--- config.mk ---
export PLATFORM = sky130hd
export DESIGN_NAME = imem_stream_loader
export DESIGN_NICKNAME = d
export VERILOG_FILES = /design/src/rtl/imem_stream_loader.sv
export SDC_FILE = /design/constraint.sdc
export NUM_CORES = 1
export LEC_CHECK = 0
export BUFFER_PORTS_ARGS = -buffer_cell sky130_fd_sc_hd__buf_2
export CAP_MARGIN = 20
export CORE_UTILIZATION = 52
export CTS_BUF_LIST = sky130_fd_sc_hd__clkbuf_4 sky130_fd_sc_hd__clkbuf_8 sky130_fd_sc_hd__clkbuf_16
export DETAILED_ROUTE_END_ITERATION = 10
export HOLD_SLACK_MARGIN = 0.1
export PLACE_DENSITY = 0.78
export SLEW_MARGIN = 20
export SYNTH_ARGS = -nofsm -noshare
export SYNTH_HDL_FRONTEND = slang
export SYNTH_SLANG_ARGS = --single-unit
export TNS_END_PERCENT = 1
--- constraint.sdc ---
create_clock -name w_clk -period 3.4 [get_ports w_clk]
set_clock_uncertainty 0.15 [all_clocks]
set_input_delay 0.51 -clock w_clk [delete_from_list [all_inputs] [get_ports w_clk]]
set_output_delay 0.51 -clock w_clk [all_outputs]
set_load 0.005 [all_outputs]
--- src/rtl/imem_stream_loader.sv ---
// Assembles SYNC/LEN/DATA/CSUM byte frames into big-endian words for the imem write port; write pulses 1 cycle after each 4th byte.
// No backpressure: ready whenever out of reset, one byte per cycle; processor held in reset until a verified image is loaded.
module imem_stream_loader #(
  parameter int          ADDR_W    = 12,
  parameter int          MAX_WORDS = 2048,
  parameter int          BASE_ADDR = 0,
  parameter logic [7:0]  SYNC      = 8'hA5
) (
  input  logic              w_clk,
  input  logic              w_rst,
  input  logic              w_rx_valid,
  input  logic [7:0]        w_rx_data,
  output logic              w_rx_ready,
  output logic [ADDR_W-1:0] r_mem_addr,
  output logic              r_mem_we,
  output logic [31:0]       r_mem_din,
  output logic              r_proc_rst,
  output logic              r_done,
  output logic              r_err,
  output logic [11:0]       r_wcnt
);

  typedef enum logic [2:0] {
    S_IDLE,
    S_LEN_H,
    S_LEN_L,
    S_DATA,
    S_CSUM,
    S_DONE,
    S_ERR
  } state_t;

  state_t      state, state_nxt;
  logic        acc;
  logic        sync_hit;
  logic        wr_word;
  logic        len_bad;
  logic        last_word;
  logic [15:0] len;
  logic [15:0] len_n;
  logic [7:0]  csum;
  logic [1:0]  byte_idx;
  logic [23:0] word_sr;

  assign w_rx_ready = ~w_rst;
  assign acc        = w_rx_valid && w_rx_ready;
  assign len_n      = {len[15:8], w_rx_data};
  assign len_bad    = (len_n == 16'd0) || (len_n > 16'(MAX_WORDS));
  assign last_word  = ({4'd0, r_wcnt} + 16'd1) == len;

  always_ff @(posedge w_clk or posedge w_rst) begin
    if (w_rst) state <= S_IDLE;
    else       state <= state_nxt;
  end

  always_comb begin
    state_nxt = state;
    sync_hit  = 1'b0;
    wr_word   = 1'b0;
    if (acc) begin
      case (state)
        S_IDLE, S_DONE, S_ERR: begin
          if (w_rx_data == SYNC) begin
            state_nxt = S_LEN_H;
            sync_hit  = 1'b1;
          end
        end
        S_LEN_H: state_nxt = S_LEN_L;
        S_LEN_L: state_nxt = len_bad ? S_ERR : S_DATA;
        S_DATA: begin
          if (byte_idx == 2'd3) begin
            wr_word = 1'b1;
            if (last_word) state_nxt = S_CSUM;
          end
        end
        S_CSUM:  state_nxt = (w_rx_data == csum) ? S_DONE : S_ERR;
        default: state_nxt = S_IDLE;
      endcase
    end
  end

  // Status flags follow the next state, so they change on exactly the transition edge.
  always_ff @(posedge w_clk or posedge w_rst) begin
    if (w_rst) begin
      r_mem_addr <= ADDR_W'(BASE_ADDR);
      r_mem_we   <= 1'b0;
      r_mem_din  <= 32'd0;
      r_proc_rst <= 1'b1;
      r_done     <= 1'b0;
      r_err      <= 1'b0;
      r_wcnt     <= 12'd0;
      len        <= 16'd0;
      csum       <= 8'd0;
      byte_idx   <= 2'd0;
      word_sr    <= 24'd0;
    end else begin
      r_mem_we   <= wr_word;
      r_proc_rst <= (state_nxt != S_DONE);
      r_done     <= (state_nxt == S_DONE);
      r_err      <= (state_nxt == S_ERR);
      if (sync_hit) begin
        csum     <= 8'd0;
        r_wcnt   <= 12'd0;
        byte_idx <= 2'd0;
      end
      if (acc) begin
        case (state)
          S_LEN_H: begin
            len[15:8] <= w_rx_data;
            csum      <= csum ^ w_rx_data;
          end
          S_LEN_L: begin
            len[7:0] <= w_rx_data;
            csum     <= csum ^ w_rx_data;
            byte_idx <= 2'd0;
          end
          S_DATA: begin
            csum     <= csum ^ w_rx_data;
            byte_idx <= byte_idx + 2'd1;
            word_sr  <= {word_sr[15:0], w_rx_data};
            if (wr_word) begin
              r_mem_din  <= {word_sr, w_rx_data};
              r_mem_addr <= ADDR_W'(BASE_ADDR) + ADDR_W'(r_wcnt);
              r_wcnt     <= r_wcnt + 12'd1;
            end
          end
          default: ;
        endcase
      end
    end
  end

endmodule

==> results of run 1 <==
==> cell usage in the layout (no fill, tap or decap), types with 3 or more instances in the layout <==
master / count
sky130_fd_sc_hd__clkinv_4: 4
sky130_fd_sc_hd__nor2_1: 19
sky130_fd_sc_hd__inv_6: 3
sky130_fd_sc_hd__buf_2: 71
sky130_fd_sc_hd__and3_1: 4
sky130_fd_sc_hd__buf_4: 6
sky130_fd_sc_hd__xor2_1: 7
sky130_fd_sc_hd__mux2_2: 15
sky130_fd_sc_hd__nand2b_1: 12
sky130_fd_sc_hd__a21oi_1: 10
sky130_fd_sc_hd__a22o_1: 3
sky130_fd_sc_hd__inv_1: 7
sky130_fd_sc_hd__o21ai_1: 6
sky130_fd_sc_hd__nor2b_1: 3
sky130_fd_sc_hd__nor4_1: 6
sky130_fd_sc_hd__o31ai_1: 8
sky130_fd_sc_hd__nand3_1: 6
sky130_fd_sc_hd__clkinvlp_4: 5
sky130_fd_sc_hd__or3_1: 5
sky130_fd_sc_hd__clkbuf_16: 16
sky130_fd_sc_hd__o21ai_0: 36
sky130_fd_sc_hd__nand4_1: 8
sky130_fd_sc_hd__nor3_1: 6
sky130_fd_sc_hd__nand2_1: 223
sky130_fd_sc_hd__dfrtp_1: 112
sky130_fd_sc_hd__xnor2_1: 10
==> sequential cells by signal (all words and copies together), names as in the netlist <==
name	flops
r_mem_din	32
word_sr	24
len	16
r_mem_addr	12
r_wcnt	12
csum	8
state	3
byte_idx	2
r_done	1
r_err	1
r_mem_we	1
r_proc_rst	1
==> stage by stage <==
step	area, sq um	TNS (ns)	worst slack (ns)	total power [mW]
4_1_cts	6340	0	0.521	5.06
5_1_grt	6350	0	0.284	5.36
6_report	6350	0	0.463	5.06
2_1_floorplan	5340	-25.58	-0.373	2.90
3_5_place_dp	5750	0	0.537	3.30
3_3_place_gp	5750	0	0.669	3.23
==> final timing paths <==
path                              start            to  slack, ns  cells after the start
setup / recovery              r_wcnt[0]        r_done       0.46                      8
hold / removal             w_rx_data[3]  r_mem_din[3]       0.14                      3
setup reg to reg              r_wcnt[0]        r_done       0.46                      8
hold reg to reg            r_mem_din[2]  r_mem_din[2]       0.32                      2
max in group asynchronous         w_rst  r_mem_din[0]       1.51                      5
min in group asynchronous         w_rst      state[2]       0.52                      4
==> per-layer routing <==
| metal | up-vias | track usage [%] | wire (um) |
|---|---|---|---|
| met1 | 2224 | 36.6 | 5900 |
| met4 | 0 | 9.86 | 244 |
| met2 | 152 | 42.7 | 6280 |
| li1 | 2105 | - | - |
| met5 | - | 0 | 0 |
| met3 | 28 | 5.69 | 674 |
==> Yosys cell counts (2+ instances only) <==
cell / number / area, sq um
sky130_fd_sc_hd__a22o_1: 3 / 26.3
sky130_fd_sc_hd__nor3_1: 7 / 35.0
sky130_fd_sc_hd__buf_4: 2 / 15.0
sky130_fd_sc_hd__inv_1: 8 / 30.0
sky130_fd_sc_hd__a211oi_1: 2 / 15.0
sky130_fd_sc_hd__clkbuf_1: 21 / 78.8
sky130_fd_sc_hd__o2111ai_1: 2 / 17.5
sky130_fd_sc_hd__nand2_1: 224 / 841
sky130_fd_sc_hd__buf_2: 4 / 20.0
sky130_fd_sc_hd__or2_2: 2 / 12.5
sky130_fd_sc_hd__nor2b_1: 3 / 18.8
sky130_fd_sc_hd__or3_1: 5 / 31.3
sky130_fd_sc_hd__and4_1: 2 / 17.5
sky130_fd_sc_hd__inv_2: 2 / 7.51
sky130_fd_sc_hd__nand4_1: 8 / 50.1
sky130_fd_sc_hd__o31ai_1: 8 / 60.1
sky130_fd_sc_hd__xor2_1: 7 / 61.3
sky130_fd_sc_hd__mux2i_1: 2 / 20.0
sky130_fd_sc_hd__and3_1: 4 / 25.0
sky130_fd_sc_hd__o41ai_1: 2 / 17.5
sky130_fd_sc_hd__or4_1: 2 / 15.0
sky130_fd_sc_hd__nand3_1: 6 / 30.0
sky130_fd_sc_hd__a21oi_1: 10 / 50.1
sky130_fd_sc_hd__nand2b_1: 12 / 75.1
sky130_fd_sc_hd__buf_1: 4 / 15.0
sky130_fd_sc_hd__mux2_2: 15 / 169
sky130_fd_sc_hd__xnor2_1: 10 / 87.6
sky130_fd_sc_hd__nor2_1: 19 / 71.3
sky130_fd_sc_hd__dfrtp_1: 112 / 2800
sky130_fd_sc_hd__o21ai_0: 41 / 205
sky130_fd_sc_hd__ha_1: 2 / 25.0
sky130_fd_sc_hd__nor4_1: 6 / 37.5
==> layout make-up <==
cell class	instances	area, sq um	share of cell area, %
multi-input combinational	431	2300	36.2
sequential	113	2830	44.6
inverter	11	46.3	0.729
clock buffer	18	428	6.74
tap	133	166	2.62
clock inverter	14	156	2.46
timing repair buffer	79	422	6.64
==> report_power, final <==
part           total, mW  switching (mW)  internal (mW)
sequential          2.17           0.405           1.76
clock               1.74           0.667           1.07
combinational       1.16           0.637          0.521
==> repair_timing <==
item	in CTS	in global routing
hold buffers	1	0
hold endpoints to repair	29	0
setup buffers	0	0
endpoints found under the setup margin	0	0
==> worst max-delay path, cell delays in order, from the launching register on <==
cell and delay, ns:
sky130_fd_sc_hd__dfrtp_1 0.54, sky130_fd_sc_hd__ha_1 0.34, sky130_fd_sc_hd__nand3_1 0.21, sky130_fd_sc_hd__or2_2 0.36
sky130_fd_sc_hd__nor4_1 0.28, sky130_fd_sc_hd__a211oi_1 0.11, sky130_fd_sc_hd__a2111oi_4 0.47, sky130_fd_sc_hd__a21o_2 0.22
sky130_fd_sc_hd__and4_1 0.19
==> kinds of logic after synthesis <==
family,Yosys count
buf+inv,42
flops,113
xor+xnor,17
fa+ha+maj,2
simple gates,312
compound gates,83
mux,17
==> summary.txt, run 1 <==
Synth
  • Simple-Gate Fraction of Synth Area: 26.2%
  • Mux contribution to synthesized area: 3.57%
  • Sequential fraction of the synthesis area: between 50% and 60%
  • Post-synthesis cell type count: 61
  • Combinational family with the most area after synthesis: simple AND/OR/NAND/NOR gates
  • Average instance area after synthesis: 9.02 sq um
  • Post-synthesis register bit count: 113
  • Post-Syn Nets: 599
  • Compound-Gate Fraction of Synth Area: 10.2%
  • Cell area after technology mapping: 5290 sq um
  • Primary flip-flop cell chosen by synthesis mapping: sky130_fd_sc_hd__dfrtp_1
  • Warnings, synthesis: 0
  • Number of enable flip-flop cells after synthesis: 0
  • Post-synth ARST share: 100%
  • Synth Area in Adders: 0.473%
  • Parity-gate share of the synthesized area counting xor and xnor cells: about 2.8%
  • Mapped Cells: 586

Floorplan
  • Effective utilization at floorplan: 53.8%
  • Overall die width: 103 um
  • Site row count: 36
  • Number of ports placed on the die boundary: 72
  • Die Area: 10600 sq um
  • Die H: 103 um
  • Core footprint: ~9800 sq um

Clock network
  • H-tree depth: 4
  • CTS tree: built
  • Cell chosen for the clock root: sky130_fd_sc_hd__clkbuf_8
  • Number of gates resized after cts: 0
  • Number of buffers created by CTS: 17
  • Number of clock sinks: 113
  • CTS Buffer Depth: 2
  • Register clock-pin slew on the reported worst setup and hold paths: ~0.060 ns
  • Source-to-sink clock delay at the later pin of the worst-skew pair: ~0.53 ns

Setup path
  • Worst endpoint required time: about 3.7 ns
  • Top fanout value on the critical path: 9
  • Crit end category: flip-flop
  • Crit path launch type: flip-flop
  • Critical path start-end classification: flip-flop to flip-flop
  • CP Data Arrival Time: 3.25 ns

Power
  • Total power density per cell area: 798 nW/um^2
  • Leak: 3.24 nW
  • Largest voltage drop on the vdd net: between 0.3 and 0.4 mV

Cells and area
  • Synthesis-to-finish area growth: 20.1%
  • Non-filler cells, final: 799
  • Layout cells sized above 1: a little over a fifth
  • Number of nets in the layout: between 600 and 700
  • Number of inserted diodes: 0
  • Finished Core Util: ~65%
  • Final-layout fill cell count: 811

Drt
  • Mean routed wirelength per cell: 16.4 um
  • Initial DRT Pass Iterations: 6
  • Vias: 4509
  • Total DRC errors in the routed layout: 0
  • Total Wirelength: 13.1 mm
  • Routed Antenna Nets: 0
  • Detailed router's first-iteration violation count: approximately 340
  • Average via count per standard cell: ~5.6

Global route
  • GR Overflow Total: 0
  • Tot GR Track Use: roughly 27%
  • Number of antenna violations at the first check in global routing: 0
  • Largest net degree at the start of global routing: 84
  • Global-route wire length before repair: 21.5 mm
  • Number of global-route vias before repair: 4341

Placement
  • Gpl congestion: around 0.87
  • Detailed Place HPWL: just over 8 mm
  • Buffers on Ports: 71
  • Cells after DPL: about 770

STA
  • Setup repair after global routing missed its margin: false
  • Upper clock frequency limit: 341 MHz
  • Count of endpoints failing hold in the final timing report: 0
  • Final Slew Violations: 0
  • Actual transition at the worst max-transition pin: 0.875 ns
  • Time the final worst path needs with I/O delays and setup: 2.94 ns
  • Final setup viols: 0
  • Smallest hold slack: approximately 0.14 ns
  • Crit share post-route: between 80% and 90%
  • Max transition margin: 40.1%

Run
  • Number of max-cap violations: 0

Status
  • Run status: finished, final reports clean

Min path
  • Hold/Removal Path Class: input port to flip-flop
Power figures use the tool's default switching activity.
==> run 2, diff against run 1 <==
--- a/config.mk
+++ b/config.mk
@@ -7,6 +7,7 @@
 export LEC_CHECK = 0
 export BUFFER_PORTS_ARGS = -buffer_cell sky130_fd_sc_hd__buf_2
 export CAP_MARGIN = 20
+export CORE_ASPECT_RATIO = 0.5
 export CORE_UTILIZATION = 52
 export CTS_BUF_LIST = sky130_fd_sc_hd__clkbuf_4 sky130_fd_sc_hd__clkbuf_8 sky130_fd_sc_hd__clkbuf_16
 export DETAILED_ROUTE_END_ITERATION = 10
==> summary.txt, run 2 (synthesis gave the netlist of run 1 again) <==
Clock network
  • Number of buffers created by CTS: 17 (unchanged)
  • Count of hold-fix buffers inserted at cts: 1 (unchanged)
  • Number of clock sinks: 113 (unchanged)
  • CTS tree: built (unchanged)
  • Register clock-pin slew on the reported worst setup and hold paths: 0.06 ns (about the same)
  • Source-to-sink clock delay at the later pin of the worst-skew pair: 0.41 ns (was 0.53 ns)
  • Cell chosen for the clock root: sky130_fd_sc_hd__clkbuf_16 (was sky130_fd_sc_hd__clkbuf_8)
  • Post-CTS Setup Repair Bufs: 0 (unchanged)
  • H-tree depth: 4 (unchanged)
  • CTS Buffer Depth: 2 (unchanged)
  • Number of gates resized after cts: 0 (unchanged)

STA
  • Upper clock frequency limit: 344 MHz (was 341 MHz)
  • Max transition margin: 46.7% (was 40.1%)
  • Final Slew Violations: 0 (unchanged)
  • Count of endpoints failing hold in the final timing report: 0 (unchanged)
  • Smallest setup slack after layout: 0.492 ns (was 0.463 ns)
  • Final setup viols: 0 (unchanged)
  • Crit share post-route: 85.5% (was 86.4%)
  • Setup TNS Final: 0 ns (unchanged)
  • Setup repair after global routing missed its margin: false (unchanged)
  • Time the final worst path needs with I/O delays and setup: 2.91 ns (was 2.94 ns)
  • Actual transition at the worst max-transition pin: 0.798 ns (was 0.875 ns)

Setup path
  • Maximum single-stage delay on the critical path: 0.54 ns (about the same)
  • Crit path launch type: flip-flop (unchanged)
  • CP Data Arrival Time: 3.10 ns (was 3.25 ns)
  • Top fanout value on the critical path: 9 (unchanged)
  • Critical path start-end classification: flip-flop to flip-flop (unchanged)
  • Worst r2r dst: r_done (unchanged)
  • Source of the critical timing path: r_wcnt[0] (unchanged)
  • Cell with the largest stage delay on the worst path: sky130_fd_sc_hd__dfrtp_1 (unchanged)
  • Crit end category: flip-flop (unchanged)
  • Crit Reg-Reg Startpoint: r_wcnt[0] (unchanged)
  • Number of cells traversed by the worst register-to-register path: 8 (unchanged)
  • Worst reg-to-reg setup slack: 0.49 ns (was 0.46 ns)
  • Crit-path cells: ha_1 > nand3_1 > or2_2 > nor4_1 > a211oi_1 > a2111oi_4 > a21o_2 > and4_1 (unchanged)
  • Worst endpoint required time: 3.60 ns (was 3.72 ns)
  • Last element of the critical path: r_done (unchanged)

Drt
  • Detailed router's first-iteration violation count: 440 (was 337)
  • Routed Antenna Nets: 0 (unchanged)
  • Average via count per standard cell: 5.59 (was 5.64)
  • Total Wirelength: 12.8 mm (was 13.1 mm)
  • Initial DRT Pass Iterations: 4 (was 6)
  • Vias: 4472 (was 4509)
  • Mean routed wirelength per cell: 16.0 um (was 16.4 um)
  • Total DRC errors in the routed layout: 0 (unchanged)

Floorplan
  • Effective utilization at floorplan: 54.7% (was 53.8%)
  • Overall die width: 145 um (was 103 um)
  • Number of ports placed on the die boundary: 72 (unchanged)
  • Die Area: 10600 sq um (about the same)
  • Core footprint: 9670 sq um (was 9820 sq um)
  • Site row count: 25 (was 36)
  • Die H: 73.3 um (was 103 um)

Power
  • Leak: 3.25 nW (was 3.24 nW)
  • Largest voltage drop on the vdd net: 0.437 mV (was 0.331 mV)
  • Total chip power: 5.07 mW (was 5.06 mW)
  • Total power density per cell area: 798 nW/um^2 (about the same)

Global route
  • Largest net degree at the start of global routing: 84 (unchanged)
  • Number of antenna violations at the first check in global routing: 0 (unchanged)
  • GR Overflow Total: 0 (unchanged)
  • Tot GR Track Use: 26.2% (was 26.9%)
  • Global-route wire length before repair: 20.7 mm (was 21.5 mm)
  • Number of global-route vias before repair: 4070 (was 4341)

Cells and area
  • Number of nets in the layout: 665 (was 666)
  • Most flop-heavy register: r_mem_din (unchanged)
  • Finished Core Util: 65.7% (was 64.6%)
  • Synthesis-to-finish area growth: 20.2% (was 20.1%)
  • Largest register FFs: 32 (unchanged)
  • Layout cells sized above 1: 21.7% (was 21.8%)
  • Biggest regs: r_mem_din x32, word_sr x24, len x16 (unchanged)
  • Number of inserted diodes: 0 (unchanged)
  • Most common library cell in the layout ignoring fill and taps: sky130_fd_sc_hd__nand2_1 (unchanged)
  • Commonest cells after routing, fill and taps aside: sky130_fd_sc_hd__nand2_1, sky130_fd_sc_hd__dfrtp_1, sky130_fd_sc_hd__buf_2 (unchanged)

Run
  • Number of max-cap violations: 0 (unchanged)

Placement
  • Detailed Place HPWL: 8.16 mm (was 8.31 mm)
  • Buffers on Ports: 71 (unchanged)
  • Gpl congestion: 0.892 (was 0.871)
  • Dpl ws: 0.522 ns (was 0.537 ns)

Min path
  • Hold/Removal Path Class: input port to flip-flop (unchanged)

Status
  • Run status: finished, final reports clean (unchanged)
-- run 2: power breakdown --
part / total, mW / internal (mW) / switching [mW]
Clock: 1.78 / 1.11 / 0.673
Combinational: 1.14 / 0.520 / 0.621
Sequential: 2.15 / 1.77 / 0.385
-- run 2: stage by stage --
stage	cells	area (sq um)	hold WS (ns)
final	800	6350	0.249
after floorplan	586	5340	0.289
after global routing	800	6350	0.242
after detailed placement	767	5740	0.306
after CTS	800	6350	0.236
after global placement	767	5740	0.301
-- run 2: how the worst min path moves through the flow --
stage            startpoint             to  slack, ns  cells past startpoint
2_1_floorplan   word_sr[16]  r_mem_din[24]       0.29                      2
3_3_place_gp    word_sr[16]  r_mem_din[24]       0.30                      2
3_5_place_dp    word_sr[18]  r_mem_din[26]       0.31                      2
4_1_cts        w_rx_data[3]     word_sr[3]       0.24                      3
5_1_grt        w_rx_data[1]         len[1]       0.24                      2
6_report       w_rx_data[1]         len[1]       0.25                      2
-- run 2: per-layer routing --
metal	track usage, %	part of all wire (%)	vias up
met2	38.9	45	153
met1	37.4	48	2209
met3	6.19	6.0	12
li1	-	-	2098
met4	9.94	1.0	0
met5	0	0	-
-- run 2: layout make-up --
cell class                      instances  area (sq um)
Inverter                               11          46.3
Timing Repair Buffer                   78           414
Fill cell                             725          3310
Clock buffer                           18           439
Clock inverter                         14           155
Tap cell                              135           169
Multi-Input combinational cell        431          2300
Sequential cell                       113          2830
-- run 2: worst max-delay path: cells and delay by family (launching register included) --
kind                       cells  cell delay (ns)
and+or+nand+nor                4             1.02
AOI/OAI and AO/OA              3             0.79
adders and majority gates      1             0.34
DFF                            1             0.54
==> run 3, diff against run 2 <==
--- a/config.mk
+++ b/config.mk
@@ -9,7 +9,7 @@
 export CAP_MARGIN = 20
 export CORE_ASPECT_RATIO = 0.5
 export CORE_UTILIZATION = 52
-export CTS_BUF_LIST = sky130_fd_sc_hd__clkbuf_4 sky130_fd_sc_hd__clkbuf_8 sky130_fd_sc_hd__clkbuf_16
+export CTS_BUF_LIST = sky130_fd_sc_hd__clkbuf_16
 export DETAILED_ROUTE_END_ITERATION = 10
 export HOLD_SLACK_MARGIN = 0.1
 export PLACE_DENSITY = 0.78
==> summary.txt, run 3 (synthesis gave the netlist of run 1 again) <==
Floorplan
  • Effective utilization at floorplan: 54.7% (unchanged)
  • Die Area: 10600 sq um (unchanged)
  • Core footprint: 9670 sq um (unchanged)
  • Overall die width: 145 um (unchanged)
  • Die H: 73.3 um (unchanged)
  • Number of ports placed on the die boundary: 72 (unchanged)
  • Site row count: 25 (unchanged)

Setup path
  • Top fanout value on the critical path: 9 (unchanged)
  • Crit path launch type: flip-flop (unchanged)
  • Crit Reg-Reg Startpoint: r_wcnt[0] (unchanged)
  • CP Data Arrival Time: 3.10 ns (about the same)
  • Critical path start-end classification: flip-flop to flip-flop (unchanged)
  • Crit end category: flip-flop (unchanged)
  • Worst reg-to-reg setup slack: 0.49 ns (about the same)
  • Number of cells traversed by the worst register-to-register path: 8 (unchanged)
  • Worst endpoint required time: 3.60 ns (about the same)
  • Worst r2r dst: r_done (unchanged)

Power
  • Largest voltage drop on the vdd net: 0.436 mV (was 0.437 mV)
  • Total power density per cell area: 795 nW/um^2 (was 798 nW/um^2)
  • Total chip power: 5.04 mW (was 5.07 mW)
  • Leak: 3.25 nW (about the same)

Clock network
  • Source-to-sink clock delay at the later pin of the worst-skew pair: 0.42 ns (was 0.41 ns)
  • Post-CTS Setup Repair Bufs: 0 (unchanged)
  • Cell chosen for the clock root: sky130_fd_sc_hd__clkbuf_16 (unchanged)
  • CTS tree: built (unchanged)
  • Number of buffers created by CTS: 17 (unchanged)
  • CTS Buffer Depth: 2 (unchanged)
  • H-tree depth: 4 (unchanged)
  • Number of clock sinks: 113 (unchanged)
  • Number of gates resized after cts: 0 (unchanged)
  • Register clock-pin slew on the reported worst setup and hold paths: 0.06 ns (about the same)
  • Count of hold-fix buffers inserted at cts: 1 (unchanged)

Drt
  • Routed Antenna Nets: 0 (unchanged)
  • Detailed router's first-iteration violation count: 433 (was 440)
  • Average via count per standard cell: 5.60 (was 5.59)
  • Total Wirelength: 12.7 mm (was 12.8 mm)
  • Initial DRT Pass Iterations: 5 (was 4)
  • Total DRC errors in the routed layout: 0 (unchanged)
  • Mean routed wirelength per cell: 15.9 um (was 16.0 um)
  • Vias: 4482 (was 4472)

STA
  • Final setup viols: 0 (unchanged)
  • Final Slew Violations: 0 (unchanged)
  • Setup repair after global routing missed its margin: false (unchanged)
  • Smallest setup slack after layout: 0.494 ns (was 0.492 ns)
  • Upper clock frequency limit: 344 MHz (about the same)
  • Actual transition at the worst max-transition pin: 0.806 ns (was 0.798 ns)
  • Count of endpoints failing hold in the final timing report: 0 (unchanged)
  • Max transition margin: 46.2% (was 46.7%)
  • Crit share post-route: 85.5% (about the same)
  • Time the final worst path needs with I/O delays and setup: 2.91 ns (about the same)

Status
  • Run status: finished, final reports clean (unchanged)

Cells and area
  • Layout cells sized above 1: 21.5% (was 21.7%)
  • Synthesis-to-finish area growth: 20.0% (was 20.2%)
  • Biggest regs: r_mem_din x32, word_sr x24, len x16 (unchanged)
  • Largest register FFs: 32 (unchanged)
  • Number of nets in the layout: 665 (unchanged)
  • Finished Core Util: 65.6% (was 65.7%)
  • Most common library cell in the layout ignoring fill and taps: sky130_fd_sc_hd__nand2_1 (unchanged)
  • Number of inserted diodes: 0 (unchanged)
  • Most flop-heavy register: r_mem_din (unchanged)
  • Commonest cells after routing, fill and taps aside: sky130_fd_sc_hd__nand2_1, sky130_fd_sc_hd__dfrtp_1, sky130_fd_sc_hd__buf_2 (unchanged)

Run
  • Number of max-cap violations: 0 (unchanged)

Placement
  • Dpl ws: 0.522 ns (unchanged)
  • Buffers on Ports: 71 (unchanged)
  • Detailed Place HPWL: 8.16 mm (unchanged)
  • Gpl congestion: 0.892 (unchanged)

Min path
  • Hold path cells: 2 (unchanged)
  • Launch point of the worst hold path: w_rx_data[1] (unchanged)
  • Hold/Removal Path Class: input port to flip-flop (unchanged)
  • Endpoint of the worst hold-timing path: len[1] (unchanged)

Global route
  • Number of antenna violations at the first check in global routing: 0 (unchanged)
  • Largest net degree at the start of global routing: 84 (unchanged)
  • GR Overflow Total: 0 (unchanged)
  • Tot GR Track Use: 26.2% (unchanged)
  • Global-route wire length before repair: 20.7 mm (about the same)
  • Number of global-route vias before repair: 4069 (was 4070)
run 3: cell count changes in the layout (fill, tap and decap cells not counted):
cell / previous run / this run
sky130_fd_sc_hd__clkinv_1: 0 / 1
sky130_fd_sc_hd__clkbuf_8: 1 / 0
run 3: how the worst max path moves through the flow:
stage                          from         to  slack, ns
after CTS                 r_wcnt[0]     r_done       0.51
after global routing      r_wcnt[0]     r_done       0.30
after detailed placement  r_wcnt[0]     r_done       0.52
after floorplan               w_rst  r_wcnt[9]      -0.37
final                     r_wcnt[0]     r_done       0.49
after global placement    r_wcnt[0]     r_done       0.66
run 3: layout make-up:
class	count	area [sq um]
Fill cell	725	3320
Sequential cell	113	2830
Multi-Input combinational cell	431	2300
Clock buffer	17	425
Inverter	11	46.3
Tap cell	135	169
Timing Repair Buffer	78	414
Clock inverter	15	159
run 3: where the power goes:
part / switching [mW] / internal, mW / leakage (nW)
logic: 0.621 / 0.520 / 1.47
clock network: 0.672 / 1.08 / 0.282
registers: 0.383 / 1.77 / 1.49
run 3: through the flow:
| step | hold slack (ns) | std cells | instance area, sq um | TNS [ns] |
|---|---|---|---|---|
| global route | 0.242 | 800 | 6340 | 0 |
| detailed placement | 0.306 | 767 | 5740 | 0 |
| finish | 0.250 | 800 | 6340 | 0 |
| global placement | 0.301 | 767 | 5740 | 0 |
| floorplan | 0.289 | 586 | 5340 | -25.58 |
| CTS | 0.236 | 800 | 6340 | 0 |
run 3: worst max-delay path, cell delays in order (launching register included):
cell and delay (ns):
sky130_fd_sc_hd__dfrtp_1 0.54, sky130_fd_sc_hd__ha_1 0.34, sky130_fd_sc_hd__nand3_1 0.18, sky130_fd_sc_hd__or2_2 0.35, sky130_fd_sc_hd__nor4_1 0.28, sky130_fd_sc_hd__a211oi_1 0.12, sky130_fd_sc_hd__a2111oi_4 0.45, sky130_fd_sc_hd__a21o_2 0.22
sky130_fd_sc_hd__and4_1 0.21
run 3: layer usage:
| layer | global-route usage [%] | part of all wire (%) | vias to the layer above | wire [um] |
|---|---|---|---|---|
| met1 | 37.5 | 48 | 2217 | 6040 |
| met3 | 6.19 | 6.1 | 13 | 780 |
| met2 | 38.8 | 45 | 157 | 5750 |
| met4 | 9.94 | 1.1 | 0 | 134 |
| li1 | - | - | 2095 | - |
| met5 | 0 | 0 | - | 0 |
